### src/rtl/spi_pkg.sv
`default_nettype none
// =====================================================================
// Module : spi_pkg -- FSM encoding, SPI mode constants, counter sizing
// Rev    : 1.0
// =====================================================================
package spi_pkg;

  typedef enum logic [2:0] {
    ST_IDLE  = 3'd0,
    ST_SETUP = 3'd1,
    ST_SHIFT = 3'd2,
    ST_HOLD  = 3'd3,
    ST_DONE  = 3'd4
  } spi_state_t;

  localparam logic c_cpol0 = 1'b0;
  localparam logic c_cpol1 = 1'b1;
  localparam logic c_cpha0 = 1'b0;
  localparam logic c_cpha1 = 1'b1;

  // Edge counter must hold the terminal value 2*DATA_W.
  function automatic int edge_cnt_w(input int data_w);
    return $clog2(2 * data_w) + 1;
  endfunction

endpackage
`default_nettype wire

### src/rtl/spi_clk_div.sv
`default_nettype none
// =====================================================================
// Module : spi_clk_div -- half-period tick generator, counts 0..div_i
// Rev    : 1.0
// =====================================================================
module spi_clk_div #(
  parameter int DIV_W = 8
) (
  input  logic             clk_i,
  input  logic             rstn_i,
  input  logic             en_i,
  input  logic             clr_i,
  input  logic [DIV_W-1:0] div_i,
  output logic             tick_o
);

  logic [DIV_W-1:0] r_cnt;
  logic             r_tick;
  logic             w_wrap;

  assign w_wrap = (r_cnt == div_i);

  // Registered tick: fires one cycle after the count reaches div_i.
  always_ff @(posedge clk_i or negedge rstn_i) begin
    if (!rstn_i) begin
      r_cnt  <= '0;
      r_tick <= 1'b0;
    end else if (clr_i || !en_i) begin
      r_cnt  <= '0;
      r_tick <= 1'b0;
    end else begin
      r_tick <= w_wrap;
      r_cnt  <= w_wrap ? '0 : r_cnt + 1'b1;
    end
  end

  assign tick_o = r_tick;

endmodule
`default_nettype wire

### src/rtl/spi_master_tri.sv
`default_nettype none
// =====================================================================
// Module : spi_master_tri -- SPI master with pad I/T/O control
//          (SPI_3WIRE_EN adds dir_rx_i / mosi_i for half-duplex MOSI)
// Rev    : 1.0
// =====================================================================
module spi_master_tri
  import spi_pkg::*;
#(
  parameter  int NBR_OF_SLAVE = 3,
  parameter  int DATA_W       = 16,
  parameter  int DIV_W        = 8,
  parameter  int CS_GAP       = 2,
  localparam int SLV_W        = (NBR_OF_SLAVE > 1) ? $clog2(NBR_OF_SLAVE) : 1
) (
  input  logic                    clk_i,
  input  logic                    rstn_i,
  input  logic                    start_i,
  input  logic [SLV_W-1:0]        slave_i,
  input  logic [DATA_W-1:0]       tx_data_i,
  input  logic                    cpol_i,
  input  logic                    cpha_i,
  input  logic [DIV_W-1:0]        div_i,
  input  logic                    pad_en_i,
`ifdef SPI_3WIRE_EN
  input  logic                    dir_rx_i,
  input  logic                    mosi_i,
`endif
  output logic                    busy_o,
  output logic                    done_o,
  output logic                    err_o,
  output logic [DATA_W-1:0]       rx_data_o,
  output logic                    mosi_o,
  output logic                    mosi_t_o,
  input  logic                    miso_i,
  output logic                    sck_o,
  output logic                    sck_t_o,
  output logic [NBR_OF_SLAVE-1:0] ss_o,
  output logic                    ss_t_o
);

  localparam int EW = edge_cnt_w(DATA_W);
  localparam int GW = (CS_GAP > 1) ? $clog2(CS_GAP) : 1;
  localparam logic [EW-1:0]           c_edge_last = EW'(2 * DATA_W - 1);
  localparam logic [GW-1:0]           c_gap_last  = GW'(CS_GAP - 1);
  localparam logic [NBR_OF_SLAVE-1:0] c_ss_one    = NBR_OF_SLAVE'(1);

  logic [1:0]        r_rst_sync;
  logic              w_rst_n;
  spi_state_t        r_state, w_next;
  logic              w_busy, w_done, w_tick, w_accept, w_slave_ok;
  logic              w_sample_edge, w_rx_bit, w_pads_on, w_mosi_rx;
  logic [SLV_W-1:0]  r_slave;
  logic              r_cpha, r_sck, r_mosi, r_err;
  logic [DIV_W-1:0]  r_div;
  logic [DATA_W-1:0] r_tx, r_rx, r_rx_data;
  logic [GW-1:0]     r_gap;
  logic [EW-1:0]     r_edge;

  // Reset asserts asynchronously, releases two clocks after rstn_i rises.
  always_ff @(posedge clk_i or negedge rstn_i) begin
    if (!rstn_i) r_rst_sync <= 2'b00;
    else         r_rst_sync <= {r_rst_sync[0], 1'b1};
  end
  assign w_rst_n = r_rst_sync[1];

  spi_clk_div #(.DIV_W(DIV_W)) u_clk_div (
    .clk_i  (clk_i),
    .rstn_i (w_rst_n),
    .en_i   (w_busy),
    .clr_i  (r_state == ST_IDLE),
    .div_i  (r_div),
    .tick_o (w_tick)
  );

  assign w_slave_ok = 32'(slave_i) < NBR_OF_SLAVE;
  assign w_accept   = (r_state == ST_IDLE) && start_i && w_slave_ok;

  always_ff @(posedge clk_i or negedge w_rst_n) begin
    if (!w_rst_n) r_state <= ST_IDLE;
    else          r_state <= w_next;
  end

  always_comb begin
    w_next = r_state;
    case (r_state)
      ST_IDLE:  if (w_accept)                       w_next = ST_SETUP;
      ST_SETUP: if (w_tick && r_gap == c_gap_last)   w_next = ST_SHIFT;
      ST_SHIFT: if (w_tick && r_edge == c_edge_last) w_next = ST_HOLD;
      ST_HOLD:  if (w_tick && r_gap == c_gap_last)   w_next = ST_DONE;
      ST_DONE:                                      w_next = ST_IDLE;
      default:                                      w_next = ST_IDLE;
    endcase
  end

  always_comb begin
    w_busy = 1'b0;
    w_done = 1'b0;
    case (r_state)
      ST_SETUP, ST_SHIFT, ST_HOLD: w_busy = 1'b1;
      ST_DONE:                     w_done = 1'b1;
      default:                     ;
    endcase
  end

`ifdef SPI_3WIRE_EN
  logic r_dir_rx;
  always_ff @(posedge clk_i or negedge w_rst_n) begin
    if (!w_rst_n)      r_dir_rx <= 1'b0;
    else if (w_accept) r_dir_rx <= dir_rx_i;
  end
  assign w_rx_bit  = r_dir_rx ? mosi_i : miso_i;
  assign w_mosi_rx = r_dir_rx && (r_state == ST_SHIFT);
`else
  assign w_rx_bit  = miso_i;
  assign w_mosi_rx = 1'b0;
`endif

  // Odd edges have r_edge[0] == 0; CPHA selects which parity samples.
  assign w_sample_edge = (r_edge[0] == (r_cpha == c_cpha1));

  always_ff @(posedge clk_i or negedge w_rst_n) begin
    if (!w_rst_n) begin
      r_slave   <= '0;
      r_cpha    <= c_cpha0;
      r_div     <= '0;
      r_sck     <= c_cpol0;
      r_mosi    <= 1'b0;
      r_tx      <= '0;
      r_rx      <= '0;
      r_rx_data <= '0;
      r_gap     <= '0;
      r_edge    <= '0;
      r_err     <= 1'b0;
    end else begin
      r_err <= (r_state == ST_IDLE) && start_i && !w_slave_ok;
      case (r_state)
        ST_IDLE: if (w_accept) begin
          r_slave <= slave_i;
          r_cpha  <= cpha_i;
          r_div   <= div_i;
          r_sck   <= cpol_i ? c_cpol1 : c_cpol0;
          // CPHA0 presents the MSB before the first edge; CPHA1 on it.
          r_mosi  <= (cpha_i == c_cpha0) ? tx_data_i[DATA_W-1] : 1'b0;
          r_tx    <= (cpha_i == c_cpha0) ? {tx_data_i[DATA_W-2:0], 1'b0} : tx_data_i;
          r_rx    <= '0;
          r_gap   <= '0;
          r_edge  <= '0;
        end
        ST_SETUP, ST_HOLD: if (w_tick) begin
          r_gap <= (r_gap == c_gap_last) ? '0 : r_gap + 1'b1;
          if (r_state == ST_HOLD && r_gap == c_gap_last) r_rx_data <= r_rx;
        end
        ST_SHIFT: if (w_tick) begin
          r_sck  <= ~r_sck;
          r_edge <= r_edge + 1'b1;
          if (w_sample_edge) begin
            r_rx <= {r_rx[DATA_W-2:0], w_rx_bit};
          end else begin
            r_mosi <= r_tx[DATA_W-1];
            r_tx   <= {r_tx[DATA_W-2:0], 1'b0};
          end
        end
        default: ;
      endcase
    end
  end

  assign w_pads_on = pad_en_i & w_rst_n;

  assign busy_o    = w_busy;
  assign done_o    = w_done;
  assign err_o     = r_err;
  assign rx_data_o = r_rx_data;
  assign mosi_o    = r_mosi;
  assign sck_o     = r_sck;
  assign ss_o      = w_busy ? ~(c_ss_one << r_slave) : '1;
  assign mosi_t_o  = ~w_pads_on | w_mosi_rx;
  assign sck_t_o   = ~w_pads_on;
  assign ss_t_o    = ~w_pads_on;

endmodule
`default_nettype wire

### config.mk
export PLATFORM = sky130hd
export DESIGN_NAME = spi_master_tri
export DESIGN_NICKNAME = d
export VERILOG_FILES = /design/src/rtl/spi_pkg.sv /design/src/rtl/spi_clk_div.sv /design/src/rtl/spi_master_tri.sv
export SDC_FILE = /design/constraint.sdc
export NUM_CORES = 1
export LEC_CHECK = 0
export ABC_AREA = 1
export CAP_MARGIN = 10
export CORE_MARGIN = 5
export CORE_UTILIZATION = 49
export DETAILED_ROUTE_END_ITERATION = 12
export GPL_TIMING_DRIVEN = 0
export MAX_ROUTING_LAYER = met4
export PLACE_DENSITY = 0.76
export SETUP_SLACK_MARGIN = 0.2
export SYNTH_ARGS = -nofsm -noshare
export SYNTH_HDL_FRONTEND = slang
export SYNTH_SLANG_ARGS = --single-unit
### constraint.sdc
create_clock -name clk_i -period 3.2 [get_ports clk_i]
set_clock_uncertainty 0.15 [all_clocks]
set_input_delay 0.64 -clock clk_i [delete_from_list [all_inputs] [get_ports clk_i]]
set_output_delay 0.64 -clock clk_i [all_outputs]
set_load 0.02 [all_outputs]
; ---- Yosys cells after proc, flatten, opt, wreduce, memory -nomap -nowiden
; Index checks and enable logic that the tools add are counted.
[classes]
n_addsub = 3
multipliers = 0
div = 0
order_cmp = 1
n_eq_ne = 15
shift = 1
n_mux = 36
bitwise = 4
n_reduce_logical = 21
[ops]
columns = cell, n
row1 = 2-to-1 mux 16 bit, 7
row2 = one-hot mux 16 bit (2 select lines), 2
row3 = 2-to-1 mux 8 bit, 2
row4 = 2-to-1 mux 3 bit, 5
row5 = 2-to-1 mux 1 bit, 13
row6 = 2-to-1 mux 6 bit, 2
row7 = "!= test 2 bit, second input constant", 6
row8 = one-hot mux 3 bit (4 select lines), 1
row9 = one-hot mux 6 bit (2 select lines), 1
row10 = AND reduction 4 bit, 3
row11 = AND reduction 3 bit, 3
row12 = "adder 8 x 1 -> 8 bit, second input constant", 1
row13 = equality test 8 bit, 1
row14 = "adder 6 x 1 -> 6 bit, second input constant", 1
row15 = "equality test 3 x 2 -> 1 bit, second input constant", 2
row16 = "equality test 6 x 5 -> 1 bit, second input constant", 1
row17 = logical AND 1 bit, 6
row18 = one-hot mux 1 bit (2 select lines), 3
row19 = "!= test 2 x 1 -> 1 bit, second input constant", 2
row20 = nonzero test 2 bit, 2
row21 = "equality test 3 x 1 -> 1 bit, second input constant", 1
row22 = "equality test 3 bit, second input constant", 1
row23 = logical NOT 3 bit, 1
row24 = inverter 3 bit, 1
row25 = 11 further kinds, 13
[word_totals]
regBits = 83
latch_bits = 0
mem_bits_rw = 0
mem_bits_ro = 0
input_bits = 33
out_inout_bits = 27
wordCells = 96
mem_count = 0

; ---- Logic depth before layout (Yosys ltp)
; Gate-level depths: netlist of the first run.
[depth]
ltp_word = 6
ltp_mapped = 9

; ---- Modules after synthesis
; From an unflattened synthesis of the first run, not the netlist that was laid out.
[unflattened]
cells_unflattened = 558
hier_area_um2 = 4237.8
[modules_own_cells]
columns = mod, n_inst, cells_each, area_each_um2, seq_area_each_um2
row1 = spi_master_tri, 1, 482, 3684.8, 1851.8
row2 = spi_clk_div, 1, 76, 553.0, 225.2

; ---- Worst setup path before layout of the first run
; Ideal clock, no wire load.
[synth_timing]
path_kind = flip-flop to output port
startpoint = register r_rst_sync[1]
endpoint = output sck_t_o
arrival_time_ns = 3.046
required_time_ns = 2.410
slack_ns = -0.636
path_stages_with_launch = 3
cell_sequence = dfrtp_1 -> nand2_1 -> buf_4
[synth_between]
elab_chain_cells = 2
[synth_lines]
columns = element, line
row1 = start: declaration, spi_master_tri.sv:48  ; logic [1:0] r_rst_sync;
row2 = start signal: assignment, spi_master_tri.sv:63  ; else r_rst_sync <= {r_rst_sync[0], 1'b1};
row3 = bitwise AND 1 bit, spi_master_tri.sv:169  ; assign w_pads_on = pad_en_i & w_rst_n;
row4 = inverter 1 bit, n/a
row5 = end: declaration, spi_master_tri.sv:37  ; output logic sck_t_o,
; No other way between the ends.

; ---- Worst setup path after layout of the first run
[layout_timing]
startpoint = register r_rst_sync[1]
endpoint = output ss_t_o
[layout_between]
elab_chain_cells = 2
[layout_lines]
columns = element, line
row1 = bitwise AND 1 bit, spi_master_tri.sv:169
row2 = inverter 1 bit, spi_master_tri.sv:180  ; assign ss_t_o = ~w_pads_on;
row3 = end: declaration, spi_master_tri.sv:39  ; output logic ss_t_o
; No other way between the ends.

==> results.yml, run 1 <==
final_layout:
  drive_above_1_share_pct: 8.47
  nNetsFinal: 597
  final_core_util_pct: 63.7
  n_antenna_cell: 0
  area_growth_pct: 25.4
sta:
  rsz0062_at_grt: "false"
  setup_tns_ns: 0
  max_freq_ghz: 0.355
  setup_violations: 0
  setup_ws_ns: 0.380
  min_period_ns: 2.82
  finalHoldViolCount: 0
  timing.final.max_slew_violations: 0
  fin_crit_sh_pct: 88.1
critical_path:
  reg2reg_to: "r_rx[8]"
  worst-path-buf-inv: 3
  critical-path-slowest-cell: "dfrtp_4"
  arrival_ns: 2.03
  crit_path_max_incr_delay_ns: 0.61
  critPathLaunchType: "register"
  critPathTopFamily: "buffers and inverters"
  crit_end: "ss_t_o"
  crit_type: "register to primary output"
  required_ns: 2.41
  cp_num_cells: 4
  path_cells: "buf_16 > nand2_1 > buf_4 > clkdlybuf4s50_1"
  r2r-start: "r_edge[0]"
  path_max_fanout: 34
  crit_start: "r_rst_sync[1]"
  r2r_cells: 5
  reg2reg_slack_ns: 1.44
  cp-end-kind: "primary output"
power_and_ir_drop:
  p_per_area_mw_per_mm2: 692
  totalPowerFinal_mw: 3.44
  p_clk_share_pct: 25.3
  combPwrFrac_pct: 28.5
  swShare_pct: 34.1
  internal_power_mw: 2.27
  p_seq_share_pct: 46.2
  leakagePower_nw: 2.49
  peakVddDrop_mv: 0.366
  p_sw_mw: 1.17
grt:
  antenna_found_initial: 0
  grt-ovfl-total: 0
  grt_pass1_wl_mm: 14.3
  first_global_vias: 3129
  grtUsageTotal_pct: 18.1
  grt_max_degree: 69
clocking:
  clock_latency_ns: 0.36
  path_clk_slew_ns: 0.09
  numCtsBuffers: 9
  cts_setup_buffers: 0
  htree_num_levels: 3
  root_buffer: "clkbuf_8"
  cts_buffer_depth: 2
  ctsResizeCount: 0
  clock-sinks: 83
  holdBufCountCts: 0
  cts_tree: "done"
floorplanning:
  start_util_pct: 50.8
  die_x_um: 100
  rows: 32
  chipHeight_um: 100
  dieArea_mm2: 0.0100
  core_area_mm2: 0.00781
  io_pins: 60
synth:
  synth_nets: 525
  syn-instance-count: 490
  yosys_warnings: 0
  avgSynthCellArea_um2: 8.10
  yosysSeqAreaShare_pct: 52.3
  syn_area_mm2: 0.00397
  synthDistinctLibCells: 31
  ys_ff_latch: 83
place:
  place_ws_ns: 0.555
  place_congestion: 0.801
  hpwl_mm: 6.06
  port_buffers: 59
hold_path:
  min_path_type: "register to async pin"
drt:
  avgViaCountPerCell: 4.98
  drtIter0Drc: 227
  wl_per_cell_um: 12.9
  postRouteAntennaNets: 0
  dr.pass1.iters: 5
  num_vias: 3333
  wl_mm: 8.66
  remaining_drc_errors: 0
job:
  drv_cap: 0
outcome:
  run_status: "finished, final reports clean"
-- stage by stage --
step           instance area [um2]  hold WS, ns  cells
2_1_floorplan                 3970        0.181    490
4_1_cts                       4950       0.0508    668
5_1_grt                       4970       0.0795    669
3_3_place_gp                  4690        0.188    651
6_report                      4970       0.0563    669
3_5_place_dp                  4720       0.0432    652
-- synth_stat cells (all sizes together) --
library cell / n / area (um2)
nor4: 1 / 6.26
clkinv: 1 / 3.75
inv: 50 / 188
clkbuf: 3 / 11.3
nor3: 2 / 10.0
dfrtp: 83 / 2080
nand2: 195 / 764
buf: 16 / 123
xor2: 4 / 35.0
o21bai: 1 / 7.51
o21ai: 30 / 161
o211ai: 3 / 22.5
nand3: 35 / 180
nor2: 28 / 118
o22ai: 15 / 93.8
nor3b: 1 / 7.51
ha: 2 / 25.0
a21oi: 7 / 35.0
xnor2: 8 / 70.1
nand4: 4 / 25.0
conb: 1 / 3.75
-- power by group through the flow --
| stage | sequential (mW) | clock [mW] | combinational [mW] |
|---|---|---|---|
| after floorplan | 1.59 | 0 | 0.674 |
| after global placement | 1.61 | 0 | 0.911 |
| after detailed placement | 1.61 | 0 | 0.975 |
| after CTS | 1.59 | 0.881 | 0.982 |
| after global routing | 1.64 | 0.926 | 1.10 |
| final | 1.59 | 0.870 | 0.979 |
-- state kept, by name, summed over array words and instances (netlist names), 2 cells and up --
signal and count:
r_slave 2, r_edge 6, r_rx 16, u_clk_div.r_cnt 8, r_rst_sync 2, r_tx 16, rx_data_o 16, r_state 3
r_div 8
-- cell families after synthesis --
group	synth area share (%)
adders and majority gates	0.631
DFF	52.3
buffers and inverters	8.20
AOI/OAI and AO/OA	8.07
other	0.0945
xor gates and xnor gates	2.65
and+or+nand+nor	28.0
-- worst min path at each step --
stage / from / end / slack, ns / cells after the start
6_report: r_rst_sync[1] / r_tx[11] / 0.06 / 0
5_1_grt: r_rst_sync[1] / r_tx[11] / 0.08 / 0
4_1_cts: r_rst_sync[1] / r_tx[13] / 0.05 / 0
3_5_place_dp: r_rst_sync[1] / r_tx[11] / 0.04 / 0
3_3_place_gp: r_rst_sync[0] / r_rst_sync[1] / 0.19 / 0
2_1_floorplan: r_rst_sync[0] / r_rst_sync[1] / 0.18 / 0
-- layer usage --
metal | up-vias | routed length (um) | global-route usage (%)
li1 | 1684 | - | -
met1 | 1569 | 4120 | 24.0
met2 | 71 | 4010 | 28.1
met3 | 9 | 413 | 3.75
met4 | 0 | 113 | 6.01
met5 | - | 0 | -
-- area by class of cell --
cell class	instances	area (um2)
fillers	674	2830
clock inverters	6	93.8
inverters	51	191
clock buffers	10	138
repair buffers	61	643
plain buffers	19	134
well taps	102	128
flip-flops and latches	83	2080
multi-input cells	337	1570
-- layout by cell type (no fill, tap or decap), types with 2 or more instances in the layout --
cell,Yosys,final
bufinv_16,0,2
nand2_1,188,188
xor2_1,4,4
nor2_1,25,25
buf_2,5,5
buf_4,7,7
clkbuf_8,0,10
nand2_4,3,3
ha_1,2,2
xnor2_1,8,8
inv_6,0,3
nor3_1,2,2
nand4_1,4,4
nor2_2,2,2
a21oi_1,7,7
clkbuf_1,3,3
nand2_2,4,4
o211ai_1,3,3
nand3_1,34,34
buf_6,4,4
o22ai_1,15,15
o21ai_0,23,23
clkdlybuf4s50_1,0,59
dfrtp_1,83,82
inv_1,49,49
o21ai_1,6,6
Note: power is estimated with default switching activity, not from simulation.
==> run 2: changes to the inputs <==
--- a/config.mk
+++ b/config.mk
@@ -7,12 +7,12 @@
 export LEC_CHECK = 0
 export ABC_AREA = 1
 export CAP_MARGIN = 10
-export CORE_MARGIN = 5
-export CORE_UTILIZATION = 49
+export CORE_MARGIN = 2
+export CORE_UTILIZATION = 54
 export DETAILED_ROUTE_END_ITERATION = 12
 export GPL_TIMING_DRIVEN = 0
 export MAX_ROUTING_LAYER = met4
-export PLACE_DENSITY = 0.76
+export PLACE_DENSITY = 0.8
 export SETUP_SLACK_MARGIN = 0.2
 export SYNTH_ARGS = -nofsm -noshare
 export SYNTH_HDL_FRONTEND = slang
==> constraint.sdc (replaced) <==
create_clock -name clk_i -period 2.9 [get_ports clk_i]
set_clock_uncertainty 0.15 [all_clocks]
set_input_delay 0.58 -clock clk_i [delete_from_list [all_inputs] [get_ports clk_i]]
set_output_delay 0.58 -clock clk_i [all_outputs]
set_load 0.02 [all_outputs]
==> run 2 against run 1 <==
  * Clock-buffer cell count fell by 1
  * Hold slack barely moved
  * Utilization rose by 5.5 points
  * Via count fell by 0.81%
  * Die area fell by 19%
  * Critical path type unchanged
  * Critical endpoint is now sck_t_o
==> results.yml, run 2 (synthesis results as in run 1) <==
outcome:
  run_status: "finished, final reports clean"
floorplanning:
  core_area_mm2: 0.00718
  chipHeight_um: 89.7
  dieArea_mm2: 0.00805
  start_util_pct: 55.3
  die_x_um: 89.7
  io_pins: 60
  rows: 31
critical_path:
  crit_type: "register to primary output"
  cp-end-kind: "primary output"
  r2r_cells: 5
  reg2reg_to: "r_rx[7]"
  path_max_fanout: 12
  critPathLaunchType: "register"
  required_ns: 2.17
  arrival_ns: 1.80
  reg2reg_slack_ns: 1.17
  r2r-start: "r_edge[0]"
drt:
  drtIter0Drc: 244
  num_vias: 3306
  wl_per_cell_um: 12.3
  avgViaCountPerCell: 4.96
  wl_mm: 8.23
  postRouteAntennaNets: 0
  remaining_drc_errors: 0
  dr.pass1.iters: 4
place:
  place_congestion: 0.816
  hpwl_mm: 5.63
  port_buffers: 59
  place_ws_ns: 0.0632
  dpl_cell_area_mm2: 0.00469
  dpl.cell_count: 648
power_and_ir_drop:
  totalPowerFinal_mw: 3.73
  peakVddDrop_mv: 0.452
  p_per_area_mw_per_mm2: 750
  leakagePower_nw: 2.50
clocking:
  htree_num_levels: 3
  cts_tree: "done"
  root_buffer: "clkbuf_8"
  path_clk_slew_ns: 0.09
  cts_buffer_depth: 2
  clock-sinks: 83
  numCtsBuffers: 9
  holdBufCountCts: 0
  clock_latency_ns: 0.36
final_layout:
  instances_no_fill: 667
  final_common_cell: "nand2_1"
  drive_above_1_share_pct: 8.63
  finalInstanceArea_mm2: 0.00497
  final_cell_mix: "188 x nand2_1, 82 x dfrtp_1, 55 x clkdlybuf4s50_1, 49 x inv_1, 34 x nand3_1"
  n_antenna_cell: 0
  nNetsFinal: 598
  area_growth_pct: 25.2
  final_core_util_pct: 69.2
  fillers: 565
sta:
  finalHoldViolCount: 0
  rsz0062_at_grt: "false"
  timing.final.max_slew_violations: 0
  min_period_ns: 2.53
  setup_ws_ns: 0.367
  max_freq_ghz: 0.395
  fin_crit_sh_pct: 87.3
  whs_ns: 0.0560
  setup_tns_ns: 0
  setup_violations: 0
grt:
  antenna_found_initial: 0
  grt_max_degree: 42
  grt_pass1_wl_mm: 14.4
  grtUsageTotal_pct: 22.4
  grt-ovfl-total: 0
  first_global_vias: 3141
job:
  drv_cap: 0
hold_path:
  min_path_type: "register to async pin"
==> run 2: report_power, final <==
group          switching [mW]  leakage (nW)  internal [mW]  total, mW
clock network           0.469         0.111          0.425      0.894
registers               0.235          1.07           1.52       1.75
logic                   0.615          1.32          0.465       1.08
==> run 2: repair_timing <==
action                                  4_1_cts  5_1_grt
gates resized for setup                       0        4
endpoints found under the setup margin        3        6
setup buffers                                 2        1
pin swaps                                     0        0
==> run 2: area by class of cell <==
class	count	area [um2]	area share [%]
clock buffer	9	124	2.49
inverter	51	191	3.85
buffer	19	134	2.69
multi-input combinational	337	1570	31.5
sequential	83	2080	41.9
timing repair buffer	62	659	13.3
clock inverter	7	90.1	1.81
tap	99	124	2.49
==> run 2: critical path: stages, from the launching register on <==
cell,delay [ns]
dfrtp_4,0.61
nand2_1,0.14
buf_4,0.11
clkdlybuf4s50_1,0.59
==> run 2: worst max-delay path by stage <==
stage | start | to | cells after the start
floorplan | r_rst_sync[1] | sck_t_o | 2
global placement | r_rst_sync[1] | sck_t_o | 3
detailed placement | r_rst_sync[1] | sck_t_o | 3
CTS | r_state[1] | ss_o[0] | 6
global route | r_rst_sync[1] | ss_t_o | 3
finish | r_rst_sync[1] | sck_t_o | 3
==> run 2: layer usage <==
metal / wire length (um) / GRT usage [%]
met5: 0 / -
met4: 80 / 6.67
met3: 352 / 5.03
met2: 3870 / 33.4
met1: 3930 / 31.3
==> run 3: changes to the inputs <==
--- a/config.mk
+++ b/config.mk
@@ -8,7 +8,7 @@
 export ABC_AREA = 1
 export CAP_MARGIN = 10
 export CORE_MARGIN = 2
-export CORE_UTILIZATION = 54
+export CORE_UTILIZATION = 55
 export DETAILED_ROUTE_END_ITERATION = 12
 export GPL_TIMING_DRIVEN = 0
 export MAX_ROUTING_LAYER = met4
@@ -16,4 +16,5 @@
 export SETUP_SLACK_MARGIN = 0.2
 export SYNTH_ARGS = -nofsm -noshare
 export SYNTH_HDL_FRONTEND = slang
+export SYNTH_HIERARCHICAL = 1
 export SYNTH_SLANG_ARGS = --single-unit
==> constraint.sdc (replaced) <==
create_clock -name clk_i -period 2.9 [get_ports clk_i]
set_clock_uncertainty 0.15 [all_clocks]
set_input_delay 0.725 -clock clk_i [delete_from_list [all_inputs] [get_ports clk_i]]
set_output_delay 0.725 -clock clk_i [all_outputs]
set_load 0.02 [all_outputs]
==> run 3 against run 2 <==
  * Final cell count grew 10%
  * Design area grew 5.5%
  * Sequential share of layout area shrank 2.2 points
  * Utilization shrank 0.31 points
  * Register-to-register slack gained 0.02 ns
  * Maximum frequency shrank 2.6%
  * Clock power grew 4.9%
  * Combinational power shrank 88%
  * Synthesized cell count grew 14%
  * Non-clock buffer count grew 1
  * Largest cell class unchanged
  * Highest routed layer unchanged
==> results.yml, run 3 <==
synth:
  synthArstFlopShare_pct: 100
  synth_area_leaders: "dfrtp_1 49%, nand2_1 20%, nand3_1 5.7%"
  yosysSeqAreaShare_pct: 49.0
  ys_ff_latch: 83
  yosys_warnings: 6
  synthDistinctLibCells: 30
  yosysTopAreaCellShare_pct: 49.0
  syn_area_mm2: 0.00424
  synth_nets: 593
  avgSynthCellArea_um2: 7.59
  syn-instance-count: 558
  synth_edf_count: 0
  yosysTopAreaCell: "dfrtp_1"
  synth_top_flop_cell: "dfrtp_1"
  synthTopCellsByCount: "227 x nand2_1, 83 x dfrtp_1, 49 x inv_1"
  yosysMostFrequentCell: "nand2_1"
clocking:
  cts_tree: "done"
  clock-sinks: 83
  path_clk_slew_ns: 0.08
  cts_buffer_depth: 2
  htree_num_levels: 3
  clock_latency_ns: 0.37
  root_buffer: "clkbuf_8"
  numCtsBuffers: 9
  holdBufCountCts: 0
final_layout:
  n_antenna_cell: 0
  multiInputGateArea_mm2: 0.00182
  area.sequential_mm2: 0.00208
  fillers: 641
  final_common_cell: "nand2_1"
  instances_no_fill: 737
  final_cell_mix: "227 x nand2_1, 80 x dfrtp_1, 51 x clkdlybuf4s50_1, 49 x inv_1, 48 x nand3_1"
  final_core_util_pct: 68.9
  drive_above_1_share_pct: 9.13
  nNetsFinal: 665
  area_growth_pct: 23.7
critical_path:
  critPathLaunchType: "input port"
  crit_path_max_incr_delay_ns: 0.46
  path_max_fanout: 3
  crit_type: "input port to primary output"
  worst-path-buf-inv: 3
  critPathTopFamily: "buffers and inverters"
  arrival_ns: 1.73
  crit_start: "pad_en_i"
  required_ns: 2.03
  path_cells: "clkdlybuf4s50_1 > nand2_1 > buf_4 > dlygate4sd2_1"
  critical-path-slowest-cell: "clkdlybuf4s50_1"
  r2r-start: "r_state[0]"
  cp-end-kind: "primary output"
  reg2reg_slack_ns: 1.19
power_and_ir_drop:
  peakVddDrop_mv: 0.247
  p_per_area_mw_per_mm2: 430
  leakagePower_nw: 2.72
sta:
  fin_crit_sh_pct: 89.7
  whs_ns: 0.0946
  setup_violations: 0
  rsz0062_at_grt: "false"
  finalHoldViolCount: 0
  timing.final.max_slew_violations: 0
  min_period_ns: 2.60
  max_freq_ghz: 0.384
floorplanning:
  start_util_pct: 55.7
  chipHeight_um: 91.8
  rows: 32
  die_x_um: 91.8
  io_pins: 60
  core_area_mm2: 0.00761
  dieArea_mm2: 0.00842
place:
  place_congestion: 0.810
  hpwl_mm: 6.41
  dpl.cell_count: 719
  port_buffers: 59
drt:
  avgViaCountPerCell: 4.96
  num_vias: 3657
  dr.pass1.iters: 4
  remaining_drc_errors: 0
  postRouteAntennaNets: 0
  wl_per_cell_um: 12.6
  wl_mm: 9.31
  drtIter0Drc: 178
grt:
  antenna_found_initial: 0
  first_global_vias: 3601
  grt_max_degree: 42
  grt_pass1_wl_mm: 16.0
  grtUsageTotal_pct: 24.6
  grt-ovfl-total: 0
hold_path:
  min_path_type: "register to async pin"
outcome:
  run_status: "finished, final reports clean"
job:
  drv_cap: 0
run 3: cell count changes in the layout (fill, tap and decap cells not counted), moves of 4 or more:
| cell | previous run | this run |
|---|---|---|
| nand2_1 | 188 | 227 |
| nor2_1 | 25 | 47 |
| o22ai_1 | 15 | 0 |
| nand3_1 | 34 | 48 |
| o21ai_0 | 23 | 31 |
| o21ai_1 | 6 | 0 |
| clkdlybuf4s50_1 | 55 | 51 |
run 3: area by class of cell:
type / instances / area share [%]
flip-flops and latches: 83 / 39.7
plain buffers: 21 / 2.67
clock inverters: 7 / 1.88
inverters: 53 / 3.79
clock buffers: 9 / 2.36
repair buffers: 61 / 12.3
multi-input cells: 401 / 34.8
well taps: 102 / 2.43
run 3: final timing paths:
path	end	cells after the start
hold / removal	r_cpha	0
setup / recovery	ss_t_o	4
setup reg to reg	r_div[3]	7
hold reg to reg	r_cpha	0
max in group asynchronous	r_state[1]	1
min in group clk_i	r_rst_sync[1]	0
run 3: cell families after synthesis:
| kind of cell | synth area share [%] |
|---|---|
| AOI/OAI and AO/OA | 5.43 |
| buffers and inverters | 8.00 |
| xor gates and xnor gates | 1.86 |
| other | 0.0885 |
| and+or+nand+nor | 35.0 |
| adders and majority gates | 0.590 |
| DFF | 49.0 |
run 3: per-layer routing:
| metal | up-vias | track usage (%) | routed length [um] |
|---|---|---|---|
| met5 | - | - | 0 |
| met4 | 0 | 8.08 | 124 |
| met3 | 11 | 4.77 | 365 |
| met2 | 77 | 40.4 | 4420 |
| met1 | 1695 | 31.1 | 4400 |
| li1 | 1874 | - | - |
run 3: where the power goes:
group	total, mW	switching (mW)	internal (mW)
combinational	0.133	0.0647	0.0679
sequential	1.18	0.0135	1.17
clock	0.938	0.446	0.492
run 3: repair_timing:
item,in CTS,in global routing
setup endpoints to repair,7,5
setup buffers,2,0
gates resized for setup,5,6
run 3: per-stage QoR:
step           setup TNS, ns  worst slack, ns  cell area [um2]  power [mW]
3_5_place_dp          -0.205           -0.104             4960        1.33
3_3_place_gp         -0.0825          -0.0416             4960        1.33
6_report                   0            0.299             5240        2.25
2_1_floorplan              0            0.441             4240        1.26
5_1_grt                    0            0.241             5240        2.33
4_1_cts                    0            0.219             5230        2.27
run 3: worst register-to-register path, delay by kind of cell, from the launching register on:
kind / cells / cell delay [ns]
DFF: 1 / 0.44
and+or+nand+nor: 5 / 0.54
buffers and inverters: 2 / 0.47
